$ cat config.mk
export PLATFORM = sky130hd
export DESIGN_NAME = subbytes_seq
export DESIGN_NICKNAME = d
export VERILOG_FILES = /design/src/rtl/subbytes_pkg.sv /design/src/rtl/subbytes_seq_sbox.sv /design/src/rtl/subbytes_seq.sv
export SDC_FILE = /design/constraint.sdc
export NUM_CORES = 2
export LEC_CHECK = 0
export CORE_MARGIN = 2
export CORE_UTILIZATION = 62
export CTS_BUF_LIST = sky130_fd_sc_hd__clkbuf_4 sky130_fd_sc_hd__clkbuf_8
export DETAILED_ROUTE_END_ITERATION = 7
export GPL_ROUTABILITY_DRIVEN = 0
export HOLD_SLACK_MARGIN = 0.12
export PLACE_DENSITY_LB_ADDON = 0.05
export SYNTH_ARGS = -nofsm -noshare
export SYNTH_HDL_FRONTEND = slang
export SYNTH_SLANG_ARGS = --single-unit
$ cat constraint.sdc
create_clock -name clk -period 21 [get_ports clk]
set_clock_uncertainty 0.05 [all_clocks]
set_input_delay 4.2 -clock clk [delete_from_list [all_inputs] [get_ports clk]]
set_output_delay 4.2 -clock clk [all_outputs]
set_load 0.01 [all_outputs]
$ cat src/rtl/subbytes_pkg.sv
// Shared constants, FSM encoding and byte helpers for the byte-serial SubBytes stage.
package subbytes_pkg;

   localparam int unsigned NBYTES  = 16;
   localparam int unsigned BYTE_W  = 8;
   localparam int unsigned STATE_W = 128;

   // Mask over byte 0, i.e. bits [127:120]; shifted right to reach byte i.
   localparam logic [STATE_W-1:0] BYTE0_MASK = {8'hFF, 120'h0};

   typedef enum logic [1:0] {
      IDLE,
      RUN,
      DONE
   } state_t;

   // Byte i of a state is bit slice [127-8i -: 8].
   function automatic logic [BYTE_W-1:0] state_byte(input logic [STATE_W-1:0] s,
                                                    input logic [3:0]         i);
      logic [STATE_W-1:0] t;
      t = s << (BYTE_W * i);
      return t[STATE_W-1 -: BYTE_W];
   endfunction

endpackage

$ cat src/rtl/subbytes_seq_sbox.sv
// AES S-box: GF(2^8) inverse followed by the affine map; LAT output register stages (0 = combinational).
module sbox #(
   parameter int unsigned LAT = 1
) (
   input  logic       clk,
   input  logic [7:0] in,
   output logic [7:0] out
);

   function automatic logic [7:0] gmul(input logic [7:0] a, input logic [7:0] b);
      logic [7:0] x, y, p;
      x = a;
      y = b;
      p = '0;
      for (int unsigned k = 0; k < 8; k++) begin
         if (y[0]) p = p ^ x;
         x = x[7] ? ((x << 1) ^ 8'h1B) : (x << 1);
         y = y >> 1;
      end
      return p;
   endfunction

   // x^254 is the multiplicative inverse (and maps 0 to 0).
   function automatic logic [7:0] sub_byte(input logic [7:0] x);
      logic [7:0] r, p;
      r = 8'h01;
      p = x;
      for (int unsigned k = 1; k < 8; k++) begin
         p = gmul(p, p);
         r = gmul(r, p);
      end
      return r ^ {r[6:0], r[7]} ^ {r[5:0], r[7:6]} ^ {r[4:0], r[7:5]} ^ {r[3:0], r[7:4]} ^ 8'h63;
   endfunction

   logic [7:0] w_sub;
   assign w_sub = sub_byte(in);

   if (LAT == 0) begin : g_comb
      assign out = w_sub;
   end else begin : g_reg
      logic [7:0] r_pipe [LAT];
      always_ff @(posedge clk) begin
         r_pipe[0] <= w_sub;
         for (int unsigned k = 1; k < LAT; k++) r_pipe[k] <= r_pipe[k-1];
      end
      assign out = r_pipe[LAT-1];
   end

endmodule

$ cat src/rtl/subbytes_seq.sv
// Byte-serial AES SubBytes stage driving one sbox instance over valid/ready handshakes.
// Define SUBBYTES_ADDKEY_EN to add key_data and fuse AddRoundKey before each substitution.
module subbytes_seq
   import subbytes_pkg::*;
#(
   parameter int unsigned SBOX_LAT = 1
) (
   input  logic               clk,
   input  logic               rst,
   input  logic               in_valid,
   output logic               in_ready,
   input  logic [STATE_W-1:0] in_data,
   output logic               out_valid,
   input  logic               out_ready,
   output logic [STATE_W-1:0] out_data
`ifdef SUBBYTES_ADDKEY_EN
   ,
   input  logic [STATE_W-1:0] key_data
`endif
);

   state_t             r_state, w_state_next;
   logic [STATE_W-1:0] r_data, r_acc, r_out, w_acc_next;
   logic [3:0]         r_iss, r_cap;
   logic               r_issuing, w_accept, w_cap_en;
   logic [BYTE_W-1:0]  w_byte, w_sbox_in, w_sbox_out;

`ifdef SUBBYTES_ADDKEY_EN
   logic [STATE_W-1:0] r_key;
   assign w_byte = state_byte(r_data, r_iss) ^ state_byte(r_key, r_iss);
`else
   assign w_byte = state_byte(r_data, r_iss);
`endif

   assign w_accept  = (r_state == IDLE) && in_valid;
   assign w_sbox_in = r_issuing ? w_byte : '0;

   sbox #(.LAT(SBOX_LAT)) u_sbox (
      .clk (clk),
      .in  (w_sbox_in),
      .out (w_sbox_out)
   );

   // Capture enable trails issue by SBOX_LAT cycles so stale sbox output is never stored.
   if (SBOX_LAT == 0) begin : g_vld_comb
      assign w_cap_en = r_issuing;
   end else begin : g_vld_pipe
      logic [SBOX_LAT-1:0] r_vld;
      always_ff @(posedge clk or posedge rst) begin
         if (rst) r_vld <= '0;
         else     r_vld <= SBOX_LAT'({r_vld, r_issuing});
      end
      assign w_cap_en = r_vld[SBOX_LAT-1];
   end

   assign w_acc_next = (r_acc & ~(BYTE0_MASK >> (BYTE_W * r_cap)))
                     | ({w_sbox_out, {(STATE_W-BYTE_W){1'b0}}} >> (BYTE_W * r_cap));

   always_ff @(posedge clk or posedge rst) begin
      if (rst) r_state <= IDLE;
      else     r_state <= w_state_next;
   end

   always_comb begin
      w_state_next = r_state;
      in_ready     = 1'b0;
      out_valid    = 1'b0;
      case (r_state)
         IDLE: begin
            in_ready = 1'b1;
            if (in_valid) w_state_next = RUN;
         end
         RUN:  if (w_cap_en && (r_cap == 4'd15)) w_state_next = DONE;
         DONE: begin
            out_valid = 1'b1;
            if (out_ready) w_state_next = IDLE;
         end
         default: w_state_next = IDLE;
      endcase
   end

   // r_out is only updated with the final byte so out_data stays put while the next block runs.
   always_ff @(posedge clk or posedge rst) begin
      if (rst) begin
         r_data    <= '0;
         r_acc     <= '0;
         r_out     <= '0;
         r_iss     <= '0;
         r_cap     <= '0;
         r_issuing <= 1'b0;
`ifdef SUBBYTES_ADDKEY_EN
         r_key     <= '0;
`endif
      end else if (w_accept) begin
         r_data    <= in_data;
         r_iss     <= '0;
         r_cap     <= '0;
         r_issuing <= 1'b1;
`ifdef SUBBYTES_ADDKEY_EN
         r_key     <= key_data;
`endif
      end else begin
         if (r_issuing) begin
            if (r_iss == 4'd15) r_issuing <= 1'b0;
            else                r_iss     <= r_iss + 4'd1;
         end
         if (w_cap_en) begin
            r_acc <= w_acc_next;
            if (r_cap == 4'd15) r_out <= w_acc_next;
            else                r_cap <= r_cap + 4'd1;
         end
      end
   end

   assign out_data = r_out;

endmodule
==> results by group <==
Yosys
  • Post-synth EDFFs: 0
  • Ys Warns: 0
  • Async set-reset flop share out of synthesis: 98.02%
  • Sequential area share after synthesis: between 20 and 30%
  • Syn Area/Cell: 9.117 um2
  • Post-synth top area share: between 20 and 30%
  • Syn Nets: around 3800
  • Cells after synthesis: around 3700
  • Count leader, synth: nor2_1
  • Post-synth top flop: dfrtp_1
  • Synthesized flop and latch total: 404
  • Post-synth top cells: nor2_1, nand2_1, dfrtp_1, xnor2_1, a21oi_1
  • Cell taking the most area after synthesis: dfrtp_1
  • Synth Cell Area: 0.03374 mm2
  • Largest cells by area after synthesis: dfrtp_1, xnor2_1, xnor3_1, nor2_1, mux2_2
  • Yosys cell types: roughly 120

STA
  • TNS Setup: 0 ps
  • Slew @ Worst Pin: 1163 ps
  • Hold Fails Final Rpt: 0
  • Unrepaired setup endpoints after global routing: false
  • Fin crit share: 94.38%
  • Min Tclk post-route: 19820 ps
  • Fmax: about 50 MHz
  • Max-slew headroom: 22.20%
  • Max-slew violation count: 0
  • Final setup violating endpoints: 0

GRT
  • Initial antenna violation count: 2
  • Vias in the first global route: 29472
  • First-pass GRT wire length: 159700 um
  • Largest net degree at the start of global routing: between 150 and 200
  • Grt total ovfl: 0
  • Total GRT Usage: 35.20%

Clock network
  • Htree depth: 2
  • Longest Clk Path Bufs: 3
  • Cts hold-fix bufs: 0
  • Cts bufs inserted: 58
  • CTS sink count: 404
  • CTS tree: yes
  • Clk root buf: clkbuf_8
  • Reg clk slew, reported paths: 70 ps
  • Clock Latency Late Sink: 640 ps

Die
  • Die Y: 237.3 um
  • Initial Util: 62.70%
  • Die area: 0.05630 mm2
  • Site row count: 85
  • # IOs: 262
  • Core Region: around 0.054 mm2
  • Die Span X: 237.3 um

Detailed routing
  • Sum of routed wire length over all layers: a little over 100000 um
  • Drt first pass iters: 6
  • Routed wire length per instance: 21.86 um
  • DR vias: between 30000 and 40000
  • Via density per instance: 6.510
  • DRC violations left: 0
  • Antenna viol nets, final: 0
  • DRT iter0 DRCs: 3442

Worst setup path
  • Reg-to-reg endpoint: u_sbox.g_reg.r_pipe[0][4]
  • Worst setup EP type: register
  • Critical Path AT: between 20000 and 25000 ps
  • Crit path max fanout: 17
  • CP max stage cell: dfrtp_1
  • Largest stage delay, worst path: 840 ps
  • Worst Path Required: roughly 21000 ps
  • RR Startpoint: r_iss[2]
  • Reg2Reg Setup Slack: 1180 ps
  • Reg2Reg Depth: slightly below 60
  • Setup CP Type: register to register
  • CP Launch Type: register

Cells and area
  • Share of cells above drive strength 1: between 10% and 20%
  • Fill count: 4095
  • Synth-to-layout area growth: 12.59%
  • Nets@finish: 4020
  • Multi-input logic area: 0.02238 mm2
  • Reg area: 0.01007 mm2

Outcome
  • Outcome: finished clean

Min path
  • Hold Path Class: register to register
  • Hold Crit Endpoint: r_state[0]
  • Hold path depth: 1
  • Worst min-delay path startpoint: r_state[1]

Placed design
  • Port Buf Inserts: 261
  • DP HPWL: 71260 um

Job
  • Max Cap Viol: 0
sequential cells by signal, summed over array words and instances, names as in the netlist:
signal,cells
r_data,128
out_data,128
g_vld_pipe.r_vld,1
r_acc,128
u_sbox.g_reg.r_pipe,8
r_state,2
r_iss,4
r_issuing,1
r_cap,4
critical path, delay by kind of cell (launching register included):
| family | cells | cell delay (ps) |
|---|---|---|
| xor+xnor | 20 | 6910 |
| mux | 6 | 1760 |
| fa+ha+maj | 3 | 1410 |
| flops | 1 | 840 |
| compound gates | 11 | 3810 |
| buf+inv | 8 | 1670 |
| simple gates | 10 | 3220 |
cell families after synthesis:
logic type               synth area share, %
adder cells (fa/ha/maj)               0.5488
AND/OR/NAND/NOR                        16.58
buffers and inverters                  4.079
multiplexers                           8.666
AO/OA/AOI/OAI                          17.60
XOR/XNOR                               22.68
flip-flops                             29.84
what timing repair did:
item / in CTS / in global routing
resized for setup: 0 / 6
endpoints found under the setup margin: 0 / 8
buffers inserted: 0 / 6
stage by stage:
step,setup WS (ps),area [um2],hold slack (ps),instances,utilization (%)
2_1_floorplan,5094,33740,370.2,3701,-
3_3_place_gp,1650,36530,407.1,4504,67.89
3_5_place_dp,951.8,36530,408.9,4504,67.89
4_1_cts,851.6,37890,426.9,4612,70.41
5_1_grt,2.100,37990,458.1,4619,70.59
6_report,1181,37990,428.6,4619,70.59
cells in the final DEF, fill, tap and decap left out, types with 19 or more instances in the layout:
master | Yosys | routed
or3_1 | 22 | 22
o22ai_1 | 26 | 26
nand2_1 | 418 | 418
a22oi_1 | 149 | 149
clkbuf_8 | 0 | 79
mux2i_1 | 81 | 81
dfrtp_1 | 396 | 395
nor3_1 | 79 | 79
xnor2_1 | 366 | 358
a211oi_1 | 23 | 23
a31oi_1 | 22 | 22
xnor3_1 | 91 | 91
nor4_1 | 20 | 20
xnor2_2 | 36 | 43
o21ai_0 | 206 | 206
buf_4 | 24 | 71
mux2_2 | 142 | 142
a21o_1 | 20 | 20
o21ai_1 | 20 | 20
nand3_1 | 100 | 100
and2_1 | 19 | 19
clkdlybuf4s50_1 | 0 | 261
nand4_1 | 25 | 25
xor2_1 | 86 | 86
a21oi_1 | 217 | 216
nor2_1 | 455 | 454
o211ai_1 | 22 | 22
layer usage:
| metal | global-route usage [%] | vias to the layer above | routed length, um | share of wire, % |
|---|---|---|---|---|
| met5 | 0 | - | 0 | 0 |
| met1 | 47.08 | 14382 | 39700 | 39 |
| met4 | 13.46 | 0 | 4003 | 4.0 |
| met2 | 57.01 | 1771 | 47120 | 47 |
| met3 | 6.724 | 341 | 10140 | 10 |
| li1 | - | 13575 | - | - |
worst max path at each step:
stage          startpoint                   endpoint  slack (ps)  cells after the start
6_report         r_iss[2]  u_sbox.g_reg.r_pipe[0][4]        1180                     58
5_1_grt          r_iss[2]  u_sbox.g_reg.r_pipe[0][4]           2                     56
4_1_cts          r_iss[0]  u_sbox.g_reg.r_pipe[0][7]         850                     57
3_5_place_dp     r_iss[0]  u_sbox.g_reg.r_pipe[0][7]         950                     57
3_3_place_gp     r_iss[0]  u_sbox.g_reg.r_pipe[0][4]        1650                     50
2_1_floorplan    r_iss[0]  u_sbox.g_reg.r_pipe[0][4]        5090                     59
layout make-up:
class | instances | area share, %
clock buffer | 93 | 3.139
multi-input combinational | 3047 | 58.92
inverter | 29 | 0.3063
clock inverter | 15 | 0.4380
antenna | 1 | 0.006587
tap | 696 | 2.292
sequential | 404 | 26.52
timing repair buffer | 334 | 8.386
Power is not shown: default switching activity piles up to over one toggle a cycle in this logic, so the estimate is an artifact.
